--- src/rtl/e1ofn_rtl_bridge.sv ---
`default_nettype none
// ============================================================================
//  Module      : e1ofn_rtl_bridge
//  Description : Clocked bridge between e1ofN delay-insensitive channels and
//                synchronous valid/ready RTL. One receive path (channel ->
//                core) and one send path (core -> channel), each running a
//                four-phase return-to-zero handshake.
//  Revision    : 1.0  initial release
// ============================================================================
module e1ofn_rtl_bridge #(
    parameter  int M = 9,
    parameter  int N = 2,
    localparam int L = $clog2(N),
    localparam int W = M * L
) (
    input  logic             CLK,
    input  logic             _RESET,
    // receive channel (asynchronous side)
    input  logic [M*N-1:0]   rx_rails_i,
    output logic             rx_e_o,
    // receive side towards the core
    output logic [W-1:0]     rcv_data_o,
    output logic             rcv_valid_o,
    input  logic             rcv_ready_i,
    // send side from the core
    input  logic [W-1:0]     snd_data_i,
    input  logic             snd_valid_i,
    output logic             snd_ready_o,
    // send channel (asynchronous side)
    output logic [M*N-1:0]   tx_rails_o,
    input  logic             tx_e_i
);

    typedef enum logic [0:0] {R_IDLE = 1'b0, R_RTZ = 1'b1} rx_state_t;
    typedef enum logic [1:0] {S_IDLE = 2'd0, S_WAITLO = 2'd1, S_WAITHI = 2'd2} tx_state_t;

    rx_state_t        rx_state, rx_next;
    tx_state_t        tx_state, tx_next;
    logic [M*N-1:0]   rx_sync1, rx_sync2;
    logic             tx_e_sync1, tx_e_sync2;
    logic             rx_complete, rx_neutral, rx_capture;
    logic [W-1:0]     rx_decoded;
    logic [M*N-1:0]   tx_encoded;
    logic             tx_load;

    // Position of the single high rail in a digit (only meaningful when one-hot).
    function automatic logic [L-1:0] rail_index(input logic [N-1:0] r);
        logic [L-1:0] idx;
        idx = '0;
        for (int i = 0; i < N; i++) begin
            if (r[i]) idx = L'(i);
        end
        return idx;
    endfunction

    // Two-flop synchronisers: the raw rails and enable reach nothing else.
    always_ff @(posedge CLK or negedge _RESET) begin
        if (!_RESET) begin
            rx_sync1   <= '0;
            rx_sync2   <= '0;
            tx_e_sync1 <= 1'b0;
            tx_e_sync2 <= 1'b0;
        end else begin
            rx_sync1   <= rx_rails_i;
            rx_sync2   <= rx_sync1;
            tx_e_sync1 <= tx_e_i;
            tx_e_sync2 <= tx_e_sync1;
        end
    end

    // Token completion check and decode; a digit with several rails high is not valid.
    always_comb begin
        rx_complete = 1'b1;
        rx_decoded  = '0;
        for (int d = 0; d < M; d++) begin
            if (!$onehot(rx_sync2[d*N +: N])) rx_complete = 1'b0;
            rx_decoded[d*L +: L] = rail_index(rx_sync2[d*N +: N]);
        end
        rx_neutral = (rx_sync2 == '0);
    end

    // Binary to one-hot-per-digit encode of the core's outgoing token.
    always_comb begin
        tx_encoded = '0;
        for (int d = 0; d < M; d++) begin
            for (int v = 0; v < N; v++) begin
                tx_encoded[d*N + v] = (snd_data_i[d*L +: L] == L'(v));
            end
        end
    end

    // RX next state: capture only into an empty buffer, then wait for neutral.
    always_comb begin
        rx_next    = rx_state;
        rx_capture = 1'b0;
        case (rx_state)
            R_IDLE: begin
                if (rx_complete && !rcv_valid_o) begin
                    rx_capture = 1'b1;
                    rx_next    = R_RTZ;
                end
            end
            R_RTZ: begin
                if (rx_neutral) rx_next = R_IDLE;
            end
            default: rx_next = R_IDLE;
        endcase
    end

    // RX state, enable and one-entry receive buffer.
    always_ff @(posedge CLK or negedge _RESET) begin
        if (!_RESET) begin
            rx_state    <= R_IDLE;
            rx_e_o      <= 1'b1;
            rcv_valid_o <= 1'b0;
            rcv_data_o  <= '0;
        end else begin
            rx_state <= rx_next;
            rx_e_o   <= (rx_next == R_IDLE);
            if (rx_capture) begin
                rcv_valid_o <= 1'b1;
                rcv_data_o  <= rx_decoded;
            end else if (rcv_valid_o && rcv_ready_i) begin
                rcv_valid_o <= 1'b0;
            end
        end
    end

    // TX next state: load on handshake, drop rails on enable low, rearm on enable high.
    always_comb begin
        tx_next = tx_state;
        tx_load = 1'b0;
        case (tx_state)
            S_IDLE: begin
                if (snd_valid_i && snd_ready_o) begin
                    tx_load = 1'b1;
                    tx_next = S_WAITLO;
                end
            end
            S_WAITLO: begin
                if (!tx_e_sync2) tx_next = S_WAITHI;
            end
            S_WAITHI: begin
                if (tx_e_sync2) tx_next = S_IDLE;
            end
            default: tx_next = S_IDLE;
        endcase
    end

    // TX state, registered rails, and ready (uses the enable value arriving next cycle).
    always_ff @(posedge CLK or negedge _RESET) begin
        if (!_RESET) begin
            tx_state    <= S_IDLE;
            tx_rails_o  <= '0;
            snd_ready_o <= 1'b0;
        end else begin
            tx_state    <= tx_next;
            snd_ready_o <= (tx_next == S_IDLE) && tx_e_sync1;
            if (tx_load)
                tx_rails_o <= tx_encoded;
            else if (tx_next != S_WAITLO)
                tx_rails_o <= '0;
        end
    end

endmodule
`default_nettype wire

--- config.mk ---
export PLATFORM = sky130hd
export DESIGN_NAME = e1ofn_rtl_bridge
export DESIGN_NICKNAME = d
export VERILOG_FILES = /design/src/rtl/e1ofn_rtl_bridge.sv
export SDC_FILE = /design/constraint.sdc
export NUM_CORES = 1
export LEC_CHECK = 0
export CAP_MARGIN = 40
export CORE_MARGIN = 2
export CORE_UTILIZATION = 45
export CTS_CLUSTER_SIZE = 16
export DETAILED_ROUTE_END_ITERATION = 7
export HOLD_SLACK_MARGIN = 0.1
export PLACE_DENSITY = 0.72
export SYNTH_ARGS = -nofsm -noshare
export SYNTH_HDL_FRONTEND = slang
export SYNTH_SLANG_ARGS = --single-unit
--- constraint.sdc ---
create_clock -name CLK -period 1.78 [get_ports CLK]
set_input_delay 0.534 -clock CLK [delete_from_list [all_inputs] [get_ports CLK]]
set_output_delay 0.534 -clock CLK [all_outputs]
set_load 0.1 [all_outputs]
# --- Word-level counts from Yosys, hierarchy flattened ---
# Cells that the tools add are included.
word_totals:
  ff_bits: 71
  latchBits: 0
  ram_bits: 0
  romBits: 0
  input_bits: 32
  output_inout_bits: 30
  word_cells: 85
  memories: 0
op_classes:
  n_addsub: 9
  n_mul: 0
  div_mod_pow: 0
  magnitude_cmp: 0
  n_eq_ne: 12
  shift: 0
  muxes: 32
  n_bitwise: 11
  n_reduce_logical: 10
ops:
  columns: ["operator", "count"]
  rows:
  - ["2-to-1 mux 18 bit", 2]
  - ["2-to-1 mux 1 bit", 25]
  - ["== test 2 x 1 -> 1 bit (second input constant)", 10]
  - ["adder 1 x 1 -> 2 bit", 9]
  - ["zero test 18 bit", 1]
  - ["NOT 1 bit", 11]
  - ["2-to-1 mux 2 bit", 3]
  - ["one-hot mux 2 bit (3 select lines)", 1]
  - ["logical AND 1 bit", 4]
  - ["zero test 2 bit", 2]
  - ["nonzero test 2 bit", 2]
  - ["== test 2 bit (second input constant)", 1]
  - ["inequality test 2 x 1 -> 1 bit (second input constant)", 1]
  - ["one-hot mux 1 bit (2 select lines)", 1]
  - ["zero test 1 bit", 1]

# --- Longest topological paths before layout ---
# Gate-level depths: netlist of run 1.
depth:
  word_depth: 15
  depth_mapped: 6
  ltp_nobuf: 5

# --- Worst setup path before layout of run 1 ---
# No wires, ideal clock.
synth_path:
  path_type: "register to register"
  start: "register rcv_valid_o"
  end: "register rcv_data_o[2]"
  setup_time_ps: 126
  t_arrival_ps: 1719
  slack_ps: -65
  path_stages_with_launch: 5
  period_less_slack_ps: 1845
  path_cell_list: "dfrtp_1 -> nand3b_1 -> nor3_4 -> buf_6 -> mux2_4"
synth_between:
  elab_chain_len: 4
synth_lines:
  columns: ["element", "line", "text"]
  rows:
  - ["start: declaration", "23", "output logic rcv_valid_o,"]
  - ["start signal: assignment", "115", "rcv_valid_o <= 1'b0;"]
  - ["start signal: assignment", "121", "rcv_valid_o <= 1'b1;"]
  - ["start signal: assignment", "124", "rcv_valid_o <= 1'b0;"]
  - ["zero test 1 bit", "98", "if (rx_complete && !rcv_valid_o) begin"]
  - ["logical AND 1 bit", "98", null]
  - ["2-to-1 mux 1 bit", "98", null]
  - ["2-to-1 mux 1 bit", "96", "case (rx_state)"]
  - ["end signal: assignment", "122", "rcv_data_o <= rx_decoded;"]
  - ["end: declaration", "22", "output logic [W-1:0] rcv_data_o,"]
# No other way between the ends.
# A chain may end at the register's enable or synchronous reset.

# --- Worst setup path in the final report of run 1 ---
layout_path:
  start: "register rx_sync2[17]"
  end: "register rcv_data_o[5]"
layout_between:
  elab_chain_len: 6
layout_lines:
  columns: ["element", "line", "text"]
  rows:
  - ["start: declaration", "39", "logic [M*N-1:0] rx_sync1, rx_sync2;"]
  - ["start signal: assignment", "65", "rx_sync2 <= rx_sync1;"]
  - ["adder 1 x 1 -> 2 bit", "76", "if (!$onehot(rx_sync2[d*N +: N])) rx_complete = 1'b0;"]
  - ["== test 2 x 1 -> 1 bit", "76", null]
  - ["2-to-1 mux 1 bit", "76", null]
  - ["logical AND 1 bit", "98", null]
  - ["2-to-1 mux 1 bit", "98", null]
  - ["2-to-1 mux 1 bit", "96", null]
# No other way between the ends.

==> results.cfg, run 1 <==
[cts]
numCtsBuffers = 9
cts_hold_repair.buffers = 0
clock_tree_from_tritoncts = built
cts_buffer_depth = 2
ctsHtreeMaxLevel = 3
cts.reportedPaths.clkPinSlew_ps = 80
clock_sinks = 71
clock_tree.root_cell = clkbuf_8
cts_repair_resize_count = 0
clkLatencyLatePin_ps = 330
post_cts.repair.setup_buffers = 0

[floorplan]
coreArea_um2 = 5140
placementRows = 26
die_width_um = 77.4
die_height_um = 77.4
floorplan.io_pins = 62
initial_util = 0.472
die_area_um2 = 5990

[logic_synthesis]
ys_seq_area_frac = 0.733
ys_ff_latch = 71
synth_simple_gate_area_share = 0.0676
postSynthNetCount = 199
synth.area.mux_share = 0.0526
netlist_instances = 158
post_synth.cell_area_avg_um2 = 15.4
syn-cell-area_um2 = 2430
synth_xor_xnor_area_share = 0.00361
synth.yosys.warnings = 0
synth_adder_area_share = 0.0464
synth_compound_area_frac = 0.0572
synthDistinctLibCells = 26
dominant_combinational_cell_family_by_area_after_synthesis = simple AND/OR/NAND/NOR gates

[timing]
layout_worst_path_cycle_share = 0.936
fin_crit_ps = 1670
report.final.hold_viol_count = 0
worst_pin_slew_ps = 357
clock.fmax_ghz = 0.600
fin_skew_ps = 6.92
fin_ws_ps = 114
fin_setup_tns_ps = 0
relSlewSlack = 0.761
rsz0062_at_grt = false
timing.final.max_slew_violations = 0
setup_viol = 0
final.hold.worst_slack_ps = 223

[cells_and_area]
number_of_filler_instances_in_the_final_layout = 347
final_common_cell = dfrtp_1
final_cell_mix = dfrtp_1, buf_12, clkdlybuf4s50_1
areaGrowthSynthToFinish_pct = 50.6
regArea_um2 = 1780
drive_gt1_frac = 0.283
final_nets = 273
multi_input_area_um2 = 552
final_antenna_diode_count = 0

[global_route]
grt_pass1_wl_mm = 7.73
gr-total-overflow = 0
first_global_vias = 1594
grt_antenna_before_repair = 0
grt_max_degree = 72
grt_use_total = 0.172

[run]
max_cap_viols = 0

[worst_setup_path]
path_cells = inv_1 > ha_1 > nand4_1 > nor3_4 > buf_4 > mux2_4
critical_path.n_buffers_inverters = 2
reg2reg_depth = 6
critPathMaxFanout = 5
critical_path_arrival_ps = 1880
top_cell_family_by_delay_on_the_critical_path = simple AND/OR/NAND/NOR gates
critPathSlowestCell = dfrtp_1
critical_path.max_stage_delay_ps = 350
critical_path_required_ps = 1990
timing.critical_path.from_type = flop
critical_path_cell_count = 6
worst_setup_path_end_kind = flop
setup.worst_path.class = reg2reg

[placed_design]
detailed_place_hpwl_mm = 3.15
place.gp.congestion = 0.718
dp_slack_ps = 77.2
portBuffers = 61

[route]
final_antenna_net_count = 0
drcViolationCount = 0
detail_route.iter0.violations = 48
vias = 1430
postRouteWirelength_mm = 4.33
detail_route.vias_per_cell = 4.66
drt-pass1-iter-count = 4
routed_wire_length_per_instance_um = 14.1

[status]
status = finished, final reports clean

[hold_path]
hold_path.class = in2async

[power_and_ir_drop]
power.density_cell_area_nw_per_um2 = 1320
vdd.ir_drop.worst_mv = 0.868
p_leak_nw = 1.75
## cells in the mapped netlist
master    instances  area [µm²]
nand4_1           2        12.5
dfstp_2           1        26.3
xnor2_1           1        8.76
dfrtp_1          70        1750
clkbuf_1          1        3.75
nand4b_4          1        23.8
and3_1            1        6.26
ha_1              9         113
o21ai_0           9        45.0
nand2_1          10        37.5
nor3_4            1        16.3
o31ai_1           1        7.51
nor2_1            2        7.51
a22o_1            9        78.8
nand3_1           2        10.0
buf_2             2        10.0
and3b_1           1        8.76
inv_1            19        71.3
nor2b_1           1        6.26
mux2_2            2        22.5
nand2b_1          2        12.5
nand3b_1          1        7.51
a21o_1            1        7.51
nor4b_2           1        15.0
mux2_4            7         105
buf_6             1        11.3
## through the flow
step	cell area, µm²	cells	util	total power [mW]
after floorplan	2430	158	-	2.92
after global placement	3450	291	0.672	3.62
after detailed placement	3450	291	0.672	3.65
after CTS	3650	307	0.710	4.89
after global routing	3650	307	0.711	5.05
final	3650	307	0.711	4.84
## cell type report
cell class / count / area share
clock buffer: 10 / 0.0377
clock inverter: 6 / 0.0164
inverter: 19 / 0.0195
multi-input combinational: 64 / 0.151
sequential: 71 / 0.487
tap: 70 / 0.0240
timing repair buffer: 67 / 0.265
## registers in the layout, summed over array words and instances, names as in the netlist
register,count
rcv_data_o,9
rcv_valid_o,1
rx_e_o,1
rx_state,1
rx_sync1,18
rx_sync2,18
snd_ready_o,1
tx_e_sync1,1
tx_e_sync2,1
tx_rails_o,18
tx_state,2
## worst register-to-register path, cell delays in order (launching register included)
cell and delay [ps]:
dfrtp_1 350, inv_1 50, ha_1 260, nand4_1 160
nor3_4 220, buf_4 190, mux2_4 310
## worst paths after layout
check	end	from	slack, ps
max	rcv_data_o[5]	rx_sync2[17]	110
min	tx_rails_o[5]	_RESET	220
max reg2reg	rcv_data_o[5]	rx_sync2[17]	110
min reg2reg	rx_sync2[17]	rx_sync1[17]	340
max in group asynchronous	rx_e_o	_RESET	1250
min in group CLK	rx_sync2[17]	rx_sync1[17]	340
## routing by layer
metal | up-vias | global-route usage | share of wire | routed length [µm]
met3 | 6 | 0.109 | 0.11 | 475
met1 | 690 | 0.182 | 0.37 | 1600
li1 | 676 | - | - | -
met2 | 58 | 0.283 | 0.51 | 2210
met5 | - | 0 | 0 | 0
met4 | 0 | 0.0518 | 0.011 | 48
## cell families (layout without fill, tap and decap cells)
logic type | Yosys count | after routing
AOI/OAI and AO/OA | 20 | 20
xor gates and xnor gates | 1 | 1
muxes | 9 | 9
DFF | 71 | 71
adders and majority gates | 9 | 9
and+or+nand+nor | 25 | 25
buffers and inverters | 23 | 102
## where the power goes
part           internal (mW)  total (mW)  switching [mW]
combinational          0.611        1.66            1.05
clock                  0.677        1.23           0.557
sequential              1.79        1.95           0.157
total                   3.08        4.84            1.76
Power figures use the tool's default switching activity.
==> run 2, diff against run 1 <==
GPL_ROUTABILITY_DRIVEN = 0   (was not set)
==> results of run 2 <==
Same layout as run 1: the final DEF is identical, and so are final timing and power.
